$ cat config.mk
export PLATFORM = sky130hd
export DESIGN_NAME = ex_flag_stage
export DESIGN_NICKNAME = d
export VERILOG_FILES = /design/src/rtl/ex_flag_stage.sv
export SDC_FILE = /design/constraint.sdc
export NUM_CORES = 1
export LEC_CHECK = 0
export CAP_MARGIN = 10
export CORE_UTILIZATION = 35
export CTS_BUF_LIST = sky130_fd_sc_hd__clkbuf_4 sky130_fd_sc_hd__clkbuf_8
export DETAILED_ROUTE_END_ITERATION = 8
export GPL_TIMING_DRIVEN = 0
export PLACE_DENSITY = 0.73
export SETUP_SLACK_MARGIN = 0.02
export SLEW_MARGIN = 10
export SYNTH_ARGS = -nofsm -noshare
export SYNTH_HDL_FRONTEND = slang
export SYNTH_SLANG_ARGS = --single-unit
$ cat constraint.sdc
create_clock -name clk -period 1.8 [get_ports clk]
set_input_delay 0.54 -clock clk [delete_from_list [all_inputs] [get_ports clk]]
set_output_delay 0.54 -clock clk [all_outputs]
set_load 0.01 [all_outputs]
$ cat src/rtl/ex_flag_stage.sv
// Execute-to-writeback pipeline register with condition flags, a branch
// condition evaluator and a saturating overflow event counter.
//
// Pipe control priority: reset > flush > stall > accept/idle.
// "accept" means in_valid is high while stall and flush are both low.
module ex_flag_stage (
  input  logic        clk,
  input  logic        rst_n,
  input  logic        in_valid,
  input  logic [15:0] alu_out,
  input  logic        alu_err,
  input  logic [3:0]  opcode,
  input  logic [3:0]  dst_reg,
  input  logic        wr_en,
  input  logic        stall,
  input  logic        flush,
  input  logic [2:0]  cond,
  output logic        out_valid,
  output logic [15:0] out_data,
  output logic [3:0]  out_dst,
  output logic        out_wr_en,
  output logic        flag_z,
  output logic        flag_v,
  output logic        flag_n,
  output logic        cond_true,
  output logic [7:0]  ovfl_count
);

  localparam logic [3:0] OP_ADD    = 4'b0000;
  localparam logic [3:0] OP_SUB    = 4'b0001;
  localparam logic [3:0] OP_XOR    = 4'b0010;
  localparam logic [3:0] OP_SLL    = 4'b0100;
  localparam logic [3:0] OP_SRA    = 4'b0101;
  localparam logic [3:0] OP_ROR    = 4'b0110;
  localparam logic [3:0] OP_PADDSB = 4'b0111;

  logic accept;
  logic upd_znv;
  logic upd_z;
  logic cnt_evt;

  // Decode which state an accepted instruction is allowed to touch
  always_comb begin
    accept  = in_valid & ~stall & ~flush;
    upd_znv = accept & ((opcode == OP_ADD) | (opcode == OP_SUB));
    upd_z   = accept & ((opcode == OP_XOR) | (opcode == OP_SLL) |
                        (opcode == OP_SRA) | (opcode == OP_ROR));
    cnt_evt = accept & alu_err &
              ((opcode == OP_ADD) | (opcode == OP_SUB) | (opcode == OP_PADDSB));
  end

  // Pipe register: flush clears everything, stall holds, idle drops valid only
  always_ff @(posedge clk or negedge rst_n) begin
    if (!rst_n) begin
      out_valid <= 1'b0;
      out_wr_en <= 1'b0;
      out_data  <= 16'h0000;
      out_dst   <= 4'h0;
    end else if (flush) begin
      out_valid <= 1'b0;
      out_wr_en <= 1'b0;
      out_data  <= 16'h0000;
      out_dst   <= 4'h0;
    end else if (!stall) begin
      if (in_valid) begin
        out_valid <= 1'b1;
        out_wr_en <= wr_en;
        out_data  <= alu_out;
        out_dst   <= dst_reg;
      end else begin
        out_valid <= 1'b0;
        out_wr_en <= 1'b0;
      end
    end
  end

  // Flags: Z is taken from the already-saturated result
  always_ff @(posedge clk or negedge rst_n) begin
    if (!rst_n) begin
      flag_z <= 1'b0;
      flag_v <= 1'b0;
      flag_n <= 1'b0;
    end else if (upd_znv) begin
      flag_z <= (alu_out == 16'h0000);
      flag_n <= alu_out[15];
      flag_v <= alu_err;
    end else if (upd_z) begin
      flag_z <= (alu_out == 16'h0000);
    end
  end

  // Overflow event counter, sticks at its maximum value
  always_ff @(posedge clk or negedge rst_n) begin
    if (!rst_n) begin
      ovfl_count <= 8'h00;
    end else if (cnt_evt && (ovfl_count != 8'hFF)) begin
      ovfl_count <= ovfl_count + 8'h01;
    end
  end

  // Branch decision from registered flags only, so it lags accept by a cycle
  always_comb begin
    cond_true = 1'b0;
    case (cond)
      3'b000:  cond_true = ~flag_z;
      3'b001:  cond_true = flag_z;
      3'b010:  cond_true = ~flag_z & ~flag_n;
      3'b011:  cond_true = flag_n;
      3'b100:  cond_true = flag_z | (~flag_z & ~flag_n);
      3'b101:  cond_true = flag_n | flag_z;
      3'b110:  cond_true = flag_v;
      default: cond_true = 1'b1;
    endcase
  end

endmodule

### Yosys cells after proc, flatten, opt, wreduce, memory -nomap -nowiden

Cells that the tools add are included.

| operators by class | value |
|---|---|
| add/subtract/negate cells | 1 |
| equal/unequal tests | 14 |
| muxes and demuxes | 15 |
| bitwise gates (word level) | 18 |
| reductions and logical operators | 7 |

Operator list:

| kind | number |
|---|---|
| 2-to-1 mux 16 bit | 3 |
| equality test 4 x 3 -> 1 bit, second input constant | 4 |
| zero test 16 bit | 1 |
| 2-to-1 mux 4 bit | 3 |
| equality test 3 bit, second input constant | 3 |
| adder 8 x 1 -> 8 bit, second input constant | 1 |
| 2-to-1 mux 1 bit | 8 |
| inequality test 8 bit, second input constant | 1 |
| AND 1 bit | 7 |
| OR 1 bit | 7 |
| one-hot mux 1 bit (7 select lines) | 1 |
| equality test 3 x 2 -> 1 bit, second input constant | 2 |
| equality test 4 x 1 -> 1 bit, second input constant | 1 |
| equality test 4 x 2 -> 1 bit, second input constant | 1 |
| zero test 4 bit | 1 |
| NOT 1 bit | 4 |
| nonzero test 2 bit | 2 |
| equality test 3 x 1 -> 1 bit, second input constant | 1 |
| zero test 3 bit | 1 |
| inequality test 2 x 1 -> 1 bit, second input constant | 1 |
| AND reduction 2 bit | 1 |
| logical AND 1 bit | 1 |

| word-level totals | value |
|---|---|
| register bits after elaboration | 33 |
| logic and storage cells | 63 |

### Depth between registers and ports, before layout

| depth | value |
|---|---|
| depth after elaboration | 7 |
| gate-level depth with buffers | 5 |
| gate-level depth less buffers | 5 |

### Least setup slack after synthesis

Ideal clock, no wire load.

| path | value |
|---|---|
| path kind | input to register |
| start | input flush |
| end | register ovfl_count[6] |
| library setup time | 0.128 ns |
| data arrival time | 1.566 ns |
| required time | 1.672 ns |
| slack | 0.107 ns |
| stages on the path | 4 |
| path buffers | 0 |
| path through | nor4b_4 o211ai_4 nor3_1 mux2_1 |

| on the way | value |
|---|---|
| longest elaborated chain between the ends | 5 |

RTL lines:

| element | line | source |
|---|---|---|
| start, declared | 16 | `input logic flush,` |
| NOT 1 bit | 44 | `accept = in_valid & ~stall & ~flush;` |
| AND 1 bit | 44 |  |
| AND 1 bit (2 in a row) | 48 | `cnt_evt = accept & alu_err &` |
| logical AND 1 bit | 96 | `end else if (cnt_evt && (ovfl_count != 8'hFF)) begin` |
| end signal, assigned | 97 | `ovfl_count <= ovfl_count + 8'h01;` |
| end, declared | 26 | `output logic [7:0] ovfl_count` |

Every way passes these cells.
A chain may end at the register's enable or synchronous reset.

### Worst setup path in the final report

| path | value |
|---|---|
| start | input cond[0] |
| end | output cond_true |

| on the way | value |
|---|---|
| longest elaborated chain between the ends | 2 |
| elaborated cells on any way between the ends | 8 |
| classes of those cells | eq/ne: 6; mux: 1; reduce/logical: 1 |

RTL lines:

| element | line | source |
|---|---|---|
| start, declared | 17 | `input logic [2:0] cond,` |
| equality test 3 bit (tied with other cells) | 104 | `case (cond)` |
| one-hot mux 1 bit (7 select lines) * | 104 |  |
| end, declared | 25 | `output logic cond_true,` |

Every way passes the cells marked *; elsewhere a longest branch is shown, timed or not.

==> parameters.txt <==
Parameter                              Value

Floorplan
  Vert. Die Dim ... 66.0 um
  Floorplan core area ... 3800 um^2
  Starting utilization of the core area ... 0.377
  Die width ... 66.0 um
  Die Footprint ... 4350 um^2
  FP Rows ... 22
  Num ports ... 68

Global route
  Total routing usage reported by global routing ... 0.191
  Overflow after GRT ... 0
  Largest net degree at the start of global routing ... 34
  First-pass GRT wire length ... 6090 um
  Vias in the first global route ... 1,245
  Number of antenna violations at the first check in global routing ... 0

Power and ir drop
  Sw Ratio ... 0.246
  Comb pwr share ... 0.193
  Net Sw Power ... 433 uW
  Pwr per Cell Area ... 749 nW/um^2
  Cell internal power dissipation ... 1330 uW
  Leak pwr ... 0.00109 uW
  Worst-case vdd ir drop ... 0.422 mV
  Clock power share ... 0.341
  Sequential Power Share ... 0.466

Worst setup path
  Length in cells of the worst reg-to-reg path ... 5
  Launch point of the worst path ... cond[0]
  Critical path, cell by cell ... clkdlybuf4s50_1 -> o311ai_2 -> o21ai_1 -> buf_2
  Critical path class ... input pin to primary output
  Worst setup slack for register-to-register paths ... 0.19 ns
  Required @ worst endpoint ... 1.26 ns
  Startpoint kind of the worst setup timing path ... input pin
  Slowest Stage Delay on Critical Path ... 0.50 ns
  Worst flop-to-flop path endpoint ... ovfl_count[1]$_DFFE_PN0P_
  Worst setup EP type ... primary output
  Reg-to-Reg Start ... ovfl_count[1]$_DFFE_PN0P_
  CP max-delay cell ... clkdlybuf4s50_1
  Worst Path Max Fanout ... 2
  Endpoint arrival time on the critical path ... 1.36 ns
  Capturing instance or port of the critical path ... cond_true

STA
  Fraction of the cycle the final worst path needs ... 1.05
  Timing-limited maximum frequency ... 528 MHz
  Transition time of the tightest slew-check pin ... 0.714 ns
  Number of max-slew violations in the final report ... 0
  Worst-case hold slack ... 0.310 ns
  Worst clock skew on the final layout ... 0.00302 ns
  Final setup viols ... 1
  Min cycle time layout ... 1.90 ns
  Final-report hold violation count ... 0
  Relative max-transition margin ... 0.524
  RSZ-0062 raised after global routing ... yes
  Setup slack of the critical path after layout ... -0.0956 ns

Status
  Run status ... finished with violations
  Violated checks ... negative setup slack

Detailed routing
  Number of nets with antenna violations after detailed routing ... 0
  Number of vias in the routed layout ... 1,298
  DR WL/cell ... 16.1 um
  Detailed-route wire length ... 3960 um
  DRC violation count after routing ... 0
  TritonRoute pass-1 iters ... 6
  DR iter-0 viols ... 11
  Detailed-route vias per instance ... 5.28

Logic synthesis
  Synth Cell Area ... 1430 um^2
  Post-Syn Area per Cell ... 12.5 um^2
  Synthesized net count ... 150
  Synth Instances ... 115
  Unique cell type count in the Yosys netlist ... 30
  Share of Yosys cell area claimed by the top area cell type ... 0.576
  Flops & latches, synth ... 33
  Yosys synthesis warning count ... 0
  Post-synthesis sequential area ratio ... 0.576
  Post-synthesis cell type with the largest combined area ... dfrtp_1
  Top cells by area in the synthesized netlist ... dfrtp_1 (58%), a22o_1 (12%), mux2_2 (3.1%), xor2_1 (2.4%), nor2b_1 (1.7%)

Clock tree
  Clock root cell ... clkbuf_8
  Number of clock sinks ... 33
  Insertion delay to the later sink of the worst-skew pair ... 0.28 ns
  Clock transition at the registers of the reported paths ... 0.07 ns
  TritonCTS clock tree ... done
  TritonCTS Buffers ... 5
  Number of H-tree levels ... 2
  Maximum clock insertion buffer count ... 2

Final layout
  Total Nets Final ... 232
  Leading cell types in the layout, fill and taps excluded ... clkdlybuf4s50_1 (49), dfrtp_1 (33), a22o_1 (20)
  Fraction of final layout cells with drive strength greater than 1 ... 0.202
  Relative area change from synthesis to final layout ... 64.5%
  Antenna diode instance count ... 0
  Most frequent standard cell in the layout excluding fill and tap cells ... clkdlybuf4s50_1
  Number of filler cells placed in the layout ... 319
  Final Core Density ... 0.620

Hold path
  Hold Crit Class ... input pin to asynchronous set/reset pin

Placement
  Half-perimeter wire length after placement ... 2790 um
  IO buf count ... 67
  Routability-driven placement congestion ratio ... 0.789

Run
  Number of maximum-capacitance constraint violations ... 0
[synth_stat cells]
master / instances
o311ai_0: 1
nor2_1: 6
ha_1: 1
clkbuf_1: 4
nor3b_1: 1
nand2b_1: 1
a21oi_1: 2
a31oi_1: 1
xor2_1: 4
nor4_1: 4
mux2_2: 4
nor2b_1: 4
nand2_1: 6
nor2_2: 1
a211o_1: 1
o211ai_4: 1
nand4_1: 3
and3_1: 1
nor4b_2: 1
o21ai_0: 4
a22oi_1: 1
nand3_1: 3
a22o_1: 20
dfrtp_1: 33
mux2_1: 1
nor4_2: 1
nor3_1: 2
o21ba_2: 1
nor4b_4: 1
inv_1: 1
[power groups by stage]
stage / sequential [uW] / clock [uW] / combinational [uW]
6_report: 822 / 602 / 340
2_1_floorplan: 858 / 0 / 79.3
5_1_grt: 827 / 650 / 370
4_1_cts: 820 / 619 / 338
3_3_place_gp: 838 / 0 / 308
3_5_place_dp: 841 / 0 / 317
[timing repair]
item                                    4_1_cts  5_1_grt
resized for setup                            30       17
hold buffers                                  0        0
endpoints found under the setup margin       41       21
pin swaps                                     4        4
setup buffers                                 7        1
[per-stage QoR]
stage / cell area [um^2] / TNS (ns) / worst slack (ns) / total power, uW / cells
5_1_grt: 2360 / -0.139 / -0.139 / 1850 / 246
4_1_cts: 2320 / -0.0721 / -0.0721 / 1780 / 245
3_5_place_dp: 2160 / -12.36 / -0.867 / 1160 / 230
6_report: 2360 / -0.0956 / -0.0956 / 1760 / 246
2_1_floorplan: 1430 / 0 / 0.107 / 937 / 115
3_3_place_gp: 2160 / -25.26 / -0.844 / 1150 / 230
[metal layers]
| layer | up-vias | routed length, um | track usage |
|---|---|---|---|
| met5 | - | 0 | 0 |
| met4 | 0 | 82 | 0.0957 |
| met3 | 7 | 179 | 0.0207 |
| met2 | 50 | 2120 | 0.335 |
| met1 | 642 | 1570 | 0.229 |
| li1 | 599 | - | - |
[cells by family after synthesis]
group	after synthesis	synth area share
and+or+nand+nor	35	0.151
adders and majority gates	1	0.00873
buffers and inverters	5	0.0131
AOI/OAI and AO/OA	32	0.187
xor gates and xnor gates	4	0.0245
muxes	5	0.0393
DFF	33	0.576
[cell type report]
cell class	count	area, um^2	share of cell area
Sequential cell	33	826	0.351
Timing Repair Buffer	75	711	0.302
Inverter	1	3.75	0.00159
Multi-Input combinational cell	77	638	0.271
Clock buffer	7	96.3	0.0409
Tap cell	48	60.1	0.0255
Clock inverter	1	5.00	0.00212
Buffer	4	16.3	0.00690
[worst max-delay path, delay by kind of cell]
kind / cells / cell delay (ns)
compound gates: 2 / 0.17
buf+inv: 2 / 0.64
[worst min-delay path by stage]
stage,from,to,slack (ns)
2_1_floorplan,rst_n,flag_n$_DFFE_PN0P_,0.24
3_3_place_gp,out_dst[2]$_DFFE_PN0P_,out_dst[2]$_DFFE_PN0P_,0.49
3_5_place_dp,out_data[10]$_DFFE_PN0P_,out_data[10]$_DFFE_PN0P_,0.49
4_1_cts,rst_n,ovfl_count[3]$_DFFE_PN0P_,0.34
5_1_grt,rst_n,ovfl_count[3]$_DFFE_PN0P_,0.37
6_report,rst_n,ovfl_count[5]$_DFFE_PN0P_,0.31
[sequential cells by signal, indices dropped and copies added, names as in the netlist]
register and flops:
out_dst 4, flag_n 1, out_wr_en 1, out_valid 1, ovfl_count 8, out_data 16, flag_z 1, flag_v 1
No activity file was read; power rests on OpenSTA's default activity.
